<file path="src/rtl/slsu_pkg.sv">
// slsu shared types: funct3 width codes, FSM states
// and the request legality check.
package slsu_pkg;

  localparam logic [2:0] F3_B  = 3'b000;
  localparam logic [2:0] F3_H  = 3'b001;
  localparam logic [2:0] F3_W  = 3'b010;
  localparam logic [2:0] F3_BU = 3'b100;
  localparam logic [2:0] F3_HU = 3'b101;

  typedef enum logic [1:0] {
    IDLE,
    REQ,
    RESP
  } state_t;

  function automatic logic legal(
    input logic       we,
    input logic [2:0] f3,
    input logic [1:0] off
  );
    logic ok;
    logic mis;
    mis = (f3[1:0] == 2'b01 && off[0])
       || (f3[1:0] == 2'b10 && off != 2'b00);
    if (we)
      ok = (f3 == F3_B) || (f3 == F3_H)
        || (f3 == F3_W);
    else
      ok = (f3 == F3_B) || (f3 == F3_H)
        || (f3 == F3_W) || (f3 == F3_BU)
        || (f3 == F3_HU);
    return ok && !mis;
  endfunction

endpackage

</file>
<file path="src/rtl/slsu_align.sv">
// slsu lane logic: load byte/half extraction with
// extension, store data replication and byte enables.
module slsu_align
  import slsu_pkg::*;
(
  input  logic [2:0]  lfunct3,
  input  logic [1:0]  loffset,
  input  logic [31:0] rdata,
  output logic [31:0] ldata,
  input  logic [2:0]  sfunct3,
  input  logic [1:0]  soffset,
  input  logic [31:0] wdata,
  output logic [31:0] sdata,
  output logic [3:0]  sbe
);

  logic [7:0]  bsel;
  logic [15:0] hsel;

  always_comb begin
    bsel = rdata[{loffset, 3'b000} +: 8];
    hsel = loffset[1] ? rdata[31:16]
                      : rdata[15:0];
    unique case (lfunct3)
      F3_B:    ldata = {{24{bsel[7]}}, bsel};
      F3_BU:   ldata = {24'h0, bsel};
      F3_H:    ldata = {{16{hsel[15]}}, hsel};
      F3_HU:   ldata = {16'h0, hsel};
      default: ldata = rdata;
    endcase
  end

  always_comb begin
    sdata = wdata;
    sbe   = 4'b1111;
    unique case (sfunct3)
      F3_B: begin
        sdata = {4{wdata[7:0]}};
        sbe   = 4'b0001 << soffset;
      end
      F3_H: begin
        sdata = {2{wdata[15:0]}};
        sbe   = 4'b0011 << soffset;
      end
      default: ;
    endcase
  end

endmodule

</file>
<file path="src/rtl/slsu.sv">
// slsu: memory-stage load/store unit driving the
// data-memory req/gnt/rvalid port.
module slsu
  import slsu_pkg::*;
#(
  parameter int DATA_WIDTH = 32,
  parameter int ADDR_WIDTH = 32
) (
  input  logic                  clk_i,
  input  logic                  rst_i,
  input  logic                  req_valid_i,
  output logic                  req_ready_o,
  input  logic                  req_we_i,
  input  logic [2:0]            req_funct3_i,
  input  logic [ADDR_WIDTH-1:0] req_addr_i,
  input  logic [DATA_WIDTH-1:0] req_wdata_i,
  output logic                  done_o,
  output logic [DATA_WIDTH-1:0] load_data_o,
  output logic                  fault_o,
  output logic                  dmem_req_o,
  output logic                  dmem_we_o,
  output logic [ADDR_WIDTH-1:0] dmem_addr_o,
  output logic [3:0]            dmem_be_o,
  output logic [DATA_WIDTH-1:0] dmem_wdata_o,
  input  logic                  dmem_gnt_i,
  input  logic                  dmem_rvalid_i,
  input  logic [DATA_WIDTH-1:0] dmem_rdata_i
);

  state_t state, state_n;

  logic       op_we;
  logic [2:0] funct3_q;
  logic [1:0] off_q;
  logic       accept;
  logic       bad;

  logic [DATA_WIDTH-1:0] ldata;
  logic [DATA_WIDTH-1:0] sdata;
  logic [3:0]            sbe;

  slsu_align u_align (
    .lfunct3 (funct3_q),
    .loffset (off_q),
    .rdata   (dmem_rdata_i),
    .ldata   (ldata),
    .sfunct3 (req_funct3_i),
    .soffset (req_addr_i[1:0]),
    .wdata   (req_wdata_i),
    .sdata   (sdata),
    .sbe     (sbe)
  );

  assign req_ready_o = (state == IDLE);

  always_comb begin
    state_n = state;
    accept  = 1'b0;
    bad     = 1'b0;
    unique case (state)
      IDLE: begin
        if (req_valid_i) begin
          if (legal(req_we_i, req_funct3_i,
                    req_addr_i[1:0])) begin
            accept  = 1'b1;
            state_n = REQ;
          end else begin
            bad = 1'b1;
          end
        end
      end
      REQ: begin
        if (dmem_gnt_i)
          state_n = op_we ? IDLE : RESP;
      end
      RESP: begin
        if (dmem_rvalid_i)
          state_n = IDLE;
      end
      default: state_n = IDLE;
    endcase
  end

  always_ff @(posedge clk_i or posedge rst_i) begin
    if (rst_i) begin
      state <= IDLE;
    end else begin
      state <= state_n;
    end
  end

  always_ff @(posedge clk_i or posedge rst_i) begin
    if (rst_i) begin
      op_we        <= 1'b0;
      funct3_q     <= 3'b000;
      off_q        <= 2'b00;
      done_o       <= 1'b0;
      fault_o      <= 1'b0;
      load_data_o  <= '0;
      dmem_req_o   <= 1'b0;
      dmem_we_o    <= 1'b0;
      dmem_addr_o  <= '0;
      dmem_be_o    <= 4'b0000;
      dmem_wdata_o <= '0;
    end else begin
      done_o  <= 1'b0;
      fault_o <= bad;
      if (accept) begin
        op_we        <= req_we_i;
        funct3_q     <= req_funct3_i;
        off_q        <= req_addr_i[1:0];
        dmem_req_o   <= 1'b1;
        dmem_we_o    <= req_we_i;
        dmem_addr_o  <= {req_addr_i[ADDR_WIDTH-1:2],
                         2'b00};
        dmem_be_o    <= req_we_i ? sbe : 4'b1111;
        dmem_wdata_o <= sdata;
      end
      if (state == REQ && dmem_gnt_i) begin
        dmem_req_o <= 1'b0;
        dmem_we_o  <= 1'b0;
        done_o     <= op_we;
      end
      // rvalid outside RESP is deliberately ignored
      if (state == RESP && dmem_rvalid_i) begin
        load_data_o <= ldata;
        done_o      <= 1'b1;
      end
    end
  end

endmodule

</file>
<file path="config.mk">
export PLATFORM = sky130hd
export DESIGN_NAME = slsu
export DESIGN_NICKNAME = d
export VERILOG_FILES = /design/src/rtl/slsu_pkg.sv /design/src/rtl/slsu_align.sv /design/src/rtl/slsu.sv
export SDC_FILE = /design/constraint.sdc
export NUM_CORES = 1
export LEC_CHECK = 0
export BUFFER_PORTS_ARGS = -buffer_cell sky130_fd_sc_hd__buf_4
export CORE_MARGIN = 3
export CORE_UTILIZATION = 37
export CTS_CLUSTER_SIZE = 12
export DETAILED_ROUTE_END_ITERATION = 10
export PLACE_DENSITY = 0.63
export SLEW_MARGIN = 20
export SYNTH_ARGS = -nofsm -noshare
export SYNTH_HDL_FRONTEND = slang
export SYNTH_SLANG_ARGS = --single-unit
export TNS_END_PERCENT = 100
</file>
<file path="constraint.sdc">
create_clock -name clk_i -period 4.58 [get_ports clk_i]
set_clock_uncertainty 0.2 [all_clocks]
set_input_delay 0 -clock clk_i [delete_from_list [all_inputs] [get_ports clk_i]]
set_output_delay 0 -clock clk_i [all_outputs]
set_load 0.05 [all_outputs]
</file>
## Word level (Yosys, flattened, before mapping)

Index checks and enable logic that the tools add are counted.

| storage, ports and cells | value |
|---|---|
| register bits after elaboration | 110 |
| bits of input ports | 105 |
| word-level logic and storage cells | 73 |

| operators by class | value |
|---|---|
| equality and inequality tests | 15 |
| shift-type cells | 3 |
| muxes and demuxes | 26 |
| reductions and logical operators | 17 |

Operator list:

| operator | count |
|---|---|
| $pmux 32 s4 | 1 |
| $pmux 32 s2 | 1 |
| $shiftx 32x6->8 | 1 |
| $mux 16 | 1 |
| $mux 1 | 15 |
| $eq 3x3->1 const B | 4 |
| $mux 2 | 5 |
| $pmux 4 s2 | 1 |
| $eq 3x1->1 const B | 2 |
| $logic_not 3->1 | 2 |
| $ne 2x2->1 const B | 3 |
| $pmux 2 s3 | 1 |
| $logic_and 1x1->1 | 5 |
| $logic_or 1x1->1 | 5 |
| $eq 2x1->1 const B | 2 |
| $eq 2x2->1 const B | 2 |
| $mux 4 | 1 |
| $reduce_and 4->1 | 1 |
| $reduce_bool 2->1 | 2 |
| $shl 1x2->4 const A | 1 |
| $shl 2x2->4 const A | 1 |
| $eq 3x2->1 const B | 1 |
| $logic_not 2->1 | 1 |
| $ne 2x1->1 const B | 1 |
| $logic_not 1->1 | 1 |

## Longest topological paths before layout

| depth | value |
|---|---|
| word-level depth | 14 |
| gate-level depth with buffers | 7 |

## Cells and area by module

Synthesis repeated with hierarchy kept, for this count alone.

| second synthesis, totals | value |
|---|---|
| cell total of the unflattened synthesis | 437 |
| area, all modules | 5,405.2 µm² |

Modules (own cells, without submodules):

| module | times used | cells each | area an instance (µm²) | sequential area each (µm²) |
|---|---|---|---|---|
| slsu | 1 | 260 | 4,242.8 | 2,752.6 |
| slsu_align | 1 | 177 | 1,162.4 | 0.0 |

## Least setup slack after synthesis

Ideal clock, no wire load.

| path | value |
|---|---|
| path kind | flip-flop to flip-flop |
| start | register state[1] |
| end | register dmem_addr_o[10] |
| library setup time | 0.125 ns |
| arrival time | 1.565 ns |
| data required time | 4.255 ns |
| slack | 2.690 ns |
| cell stages (with the launch flop) | 6 |
| path buffers | 2 |
| cell sequence | dfrtp_1 > or3b_1 > o21bai_4 > buf_6 > buf_6 > mux2_4 |

| between the ends | value |
|---|---|
| word-level cells in the longest chain between the ends | 2 |

RTL lines:

| element | line | text |
|---|---|---|
| from (decl) | slsu.sv:30 | `state_t state, state_n;` |
| from (signal assigned) | slsu.sv:88 | `state <= state_n;` |
| $logic_not 2->1 | slsu.sv:60 | `unique case (state)` |
| $mux 1 | slsu.sv:60 |  |
| to (signal assigned) | slsu.sv:114 | `dmem_addr_o <= {req_addr_i[ADDR_WIDTH-1:2],` |
| to (decl) | slsu.sv:22 | `output logic [ADDR_WIDTH-1:0] dmem_addr_o,` |

Every way passes these cells.
A chain may end at the register's enable or synchronous reset.

## Worst setup path after layout

| path | value |
|---|---|
| start | input port req_funct3_i[0] |
| end | register dmem_addr_o[15] |

| between the ends | value |
|---|---|
| word-level cells in the longest chain between the ends | 12 |
| elaborated cells between the ends (all ways) | 22 |
| those cells by class | 6 x eq/ne; 6 x mux; 10 x reduce/logical |

RTL lines:

| element | line | text |
|---|---|---|
| from (decl) | slsu.sv:14 | `input logic [2:0] req_funct3_i,` |
| $eq 3x1->1 or $logic_not 3->1 (tied branches) | slsu_pkg.sv:27, slsu_pkg.sv:30 |  |
| $logic_or 1x1->1 | slsu_pkg.sv:27, slsu_pkg.sv:30 |  |
| $logic_or 1x1->1 | slsu_pkg.sv:28, slsu_pkg.sv:31 |  |
| $logic_or 1x1->1 | slsu_pkg.sv:31 | `\|\| (f3 == F3_W) \|\| (f3 == F3_BU)` |
| $logic_or 1x1->1 | slsu_pkg.sv:32 | `\|\| (f3 == F3_HU);` |
| $mux 1 | slsu_pkg.sv:26 | `if (we)` |
| $mux 1 | slsu.sv:62 | `if (req_valid_i) begin` |
| $mux 1 | slsu.sv:60 |  |
| $logic_and 1x1->1 * | slsu_pkg.sv:33 | `return ok && !mis;` |
| $mux 1 * | slsu.sv:63 | `if (legal(req_we_i, req_funct3_i,` |
| $mux 1 * | slsu.sv:62 |  |
| $mux 1 * | slsu.sv:60 |  |

Every way passes the cells marked *; elsewhere a longest branch is shown, timed or not. The select of a mux whose other input is x is not followed.

==> results.sh <==
export IMPL_status="finished clean"
export IMPL_nets=894
export IMPL_grt_pass1_vias=5143
export IMPL_setup_tns_ps=0
export IMPL_rsz0062_at_grt="no"
export IMPL_portBuffers=207
export IMPL_firstDrtPassIters=4
export IMPL_clock_latency_ps=330
export IMPL_cp_start_kind="input port"
export IMPL_layout_cells_non_filler=972
export IMPL_die_x_um=126
export IMPL_power_density_nw_per_um2=646
export IMPL_required_ps=4600
export IMPL_syn_area_per_cell_um2=10.9
export IMPL_synth_distinct_cells=42
export IMPL_period_minus_slack_ps=2870
export IMPL_diodes=0
export IMPL_clkSinkCount=110
export IMPL_clock_fmax_mhz=349
export IMPL_mappedNetlistArea_um2=5310
export IMPL_setup_viol=0
export IMPL_antenna_found_initial=0
export IMPL_pin_count=210
export IMPL_die_y_um=126
export IMPL_vias=4839
export IMPL_gp_congestion=0.801
export IMPL_viasPerCell=4.98
export IMPL_irDropWorstVdd_v=0.000324
export IMPL_finalWirelength_um=16300
export IMPL_grt_usage_pct=20.2
export IMPL_dp_cells=843
export IMPL_synth_edf_count=0
export IMPL_leakagePower_nw=4.04
export IMPL_grt_first_pass_wirelength_um=26000
export IMPL_ant_nets=0
export IMPL_synth_top_cell_by_area="dfrtp_1"
export IMPL_post_cts_resized=0
export IMPL_yosys_register_bits=110
export IMPL_drtIter0Drc=188
export IMPL_area_growth_pct=58.1
export IMPL_drv_cap=0
export IMPL_tightest_slew_ps=937
export IMPL_yosys_area_top_type_share_pct=51.8
export IMPL_nFillCells=1170
export IMPL_die_area_um2=15800
export IMPL_cts_buffer_depth=2
export IMPL_worstHoldPathType="in -> reg"
export IMPL_fin_crit_sh_pct=62.6
export IMPL_critPathArrivalTime_ps=2890
export IMPL_postLayoutCellArea_um2=8400
export IMPL_ys_seq_area_share_pct=51.8
export IMPL_overflow=0
export IMPL_syn_inst=488
export IMPL_num_rows=43
export IMPL_hold_viol=0
export IMPL_holdWs_ps=221
export IMPL_initial_utilization_pct=38.0
export IMPL_tritoncts="done"
export IMPL_ys_top_cells_by_area="dfrtp_1, mux2_4, mux2i_1, a21oi_1, nand2_1"
export IMPL_hold_buffers=115
export IMPL_cp_max_fo=70
export IMPL_post_cts_setup_buffer_count=0
export IMPL_dpl_instance_area_um2=6940
export IMPL_synth_flop_cell="dfrtp_1"
export IMPL_relSlewSlack_pct=37.5
export IMPL_slew_viol_final=0
export IMPL_grt_start_max_net_pins=76
export IMPL_numCtsBuffers=9
export IMPL_h_tree_depth=3
export IMPL_route_detailed_drc=0
export IMPL_async_flop_share_pct=100
export IMPL_core_um2=14000
export IMPL_ys_warnings_count=0
export IMPL_avgRoutedWirePerCell_um=16.8
export IMPL_hpwl_um=10700
export IMPL_cts_root_buf="clkbuf_16"
export IMPL_critPathKind="in -> reg"
export IMPL_drive_above_1_share_pct=35.0
export IMPL_crit_path_end_kind="register"
export IMPL_path_clk_slew_ps=70
-- metrics by stage --
step / power, mW / utilization (%) / setup slack [ps]
floorplan: 3.60 / - / 1480
global placement: 4.47 / 49.5 / 1850
detailed placement: 4.51 / 49.6 / 1780
CTS: 5.46 / 60.0 / 1740
global route: 5.68 / 60.1 / 1550
finish: 5.43 / 60.1 / 1710
-- logic make-up (layout without fill, tap and decap cells) --
| group | Yosys count | count (layout) | synth area share, % |
|---|---|---|---|
| other | 1 | 2 | 0.0706 |
| flip-flops | 110 | 110 | 51.8 |
| buffers and inverters | 43 | 346 | 4.19 |
| multiplexers | 78 | 78 | 18.8 |
| AND/OR/NAND/NOR | 128 | 128 | 11.6 |
| AO/OA/AOI/OAI | 128 | 128 | 13.5 |
-- cell type report --
class / count / area [um2] / area share, %
repair buffers: 328 / 2760 / 32.8
flip-flops and latches: 110 / 2750 / 32.8
multi-input cells: 336 / 2350 / 27.9
clock buffers: 10 / 229 / 2.72
well taps: 180 / 225 / 2.68
clock inverters: 4 / 73.8 / 0.878
inverters: 4 / 17.5 / 0.208
-- where the power goes --
group,total (mW),switching [mW],internal [mW]
combinational,2.96,1.92,1.04
sequential,1.66,0.302,1.36
clock,0.812,0.338,0.474
total,5.43,2.56,2.88
-- registers in the layout (all words and copies together) (netlist names) --
register	count
dmem_req_o	1
off_q	2
dmem_addr_o	30
dmem_we_o	1
funct3_q	3
state	2
load_data_o	32
dmem_be_o	4
dmem_wdata_o	32
done_o	1
op_we	1
fault_o	1
-- layout by cell type (no fill, tap or decap), drive strengths merged, types with 2 or more instances in the layout --
cell type | Yosys | layout
a221oi | 7 | 7
a21oi | 54 | 54
mux2i | 28 | 28
buf | 17 | 213
o21ai | 56 | 56
mux2 | 50 | 50
inv | 4 | 4
nor2 | 31 | 31
clkinv | 0 | 2
clkbuf | 22 | 10
nor2b | 3 | 3
nand3b | 16 | 16
bufinv | 0 | 2
o22ai | 2 | 2
conb | 1 | 2
nand2b | 12 | 12
nand2 | 56 | 56
nor3 | 2 | 2
dfrtp | 110 | 110
or3 | 3 | 3
dlygate4sd3 | 0 | 115
-- worst paths after layout --
| check | start | endpoint | slack (ps) | cells after the start |
|---|---|---|---|---|
| worst max-delay path | req_funct3_i[0] | dmem_addr_o[15]$_DFFE_PP0P_ | 1710 | 7 |
| worst min register to register | dmem_wdata_o[15]$_DFFE_PP0P_ | dmem_wdata_o[15]$_DFFE_PP0P_ | 290 | 2 |
| max in group asynchronous | rst_i | dmem_addr_o[28]$_DFFE_PP0P_ | 2940 | 4 |
| min in group asynchronous | rst_i | dmem_addr_o[14]$_DFFE_PP0P_ | 230 | 3 |
| worst max register to register | state[0]$_DFFE_PP0P_ | dmem_addr_o[15]$_DFFE_PP0P_ | 1750 | 5 |
| worst min-delay path | dmem_rvalid_i | state[1]$_DFFE_PP0P_ | 220 | 3 |
-- synthesized netlist by cell type (2+ instances only) --
| library cell | number |
|---|---|
| buf_6 | 6 |
| o22ai_1 | 2 |
| nor2b_1 | 3 |
| inv_1 | 4 |
| clkbuf_1 | 22 |
| a21oi_1 | 54 |
| buf_2 | 7 |
| o21ai_1 | 35 |
| mux2_1 | 7 |
| a221oi_1 | 6 |
| mux2i_1 | 28 |
| o21ai_0 | 20 |
| or3_1 | 3 |
| nand3b_1 | 16 |
| buf_1 | 2 |
| mux2_4 | 42 |
| nand2b_1 | 12 |
| buf_4 | 2 |
| nand2_1 | 56 |
| dfrtp_1 | 110 |
| nor2_1 | 30 |
-- metal layers --
| metal | part of all wire, % | track usage (%) | up-vias |
|---|---|---|---|
| met5 | 0 | 0 | - |
| met4 | 1.9 | 6.44 | 0 |
| met3 | 7.2 | 5.56 | 25 |
| met2 | 50 | 35.2 | 204 |
| met1 | 41 | 24.2 | 2321 |
| li1 | - | - | 2289 |
-- critical path, stage by stage --
cell,delay [ps]
dlygate4sd3_1,520
buf_4,280
a221oi_2,150
o21bai_4,310
buf_4,760
buf_4,460
mux2_4,330
Power figures use the tool's default switching activity.
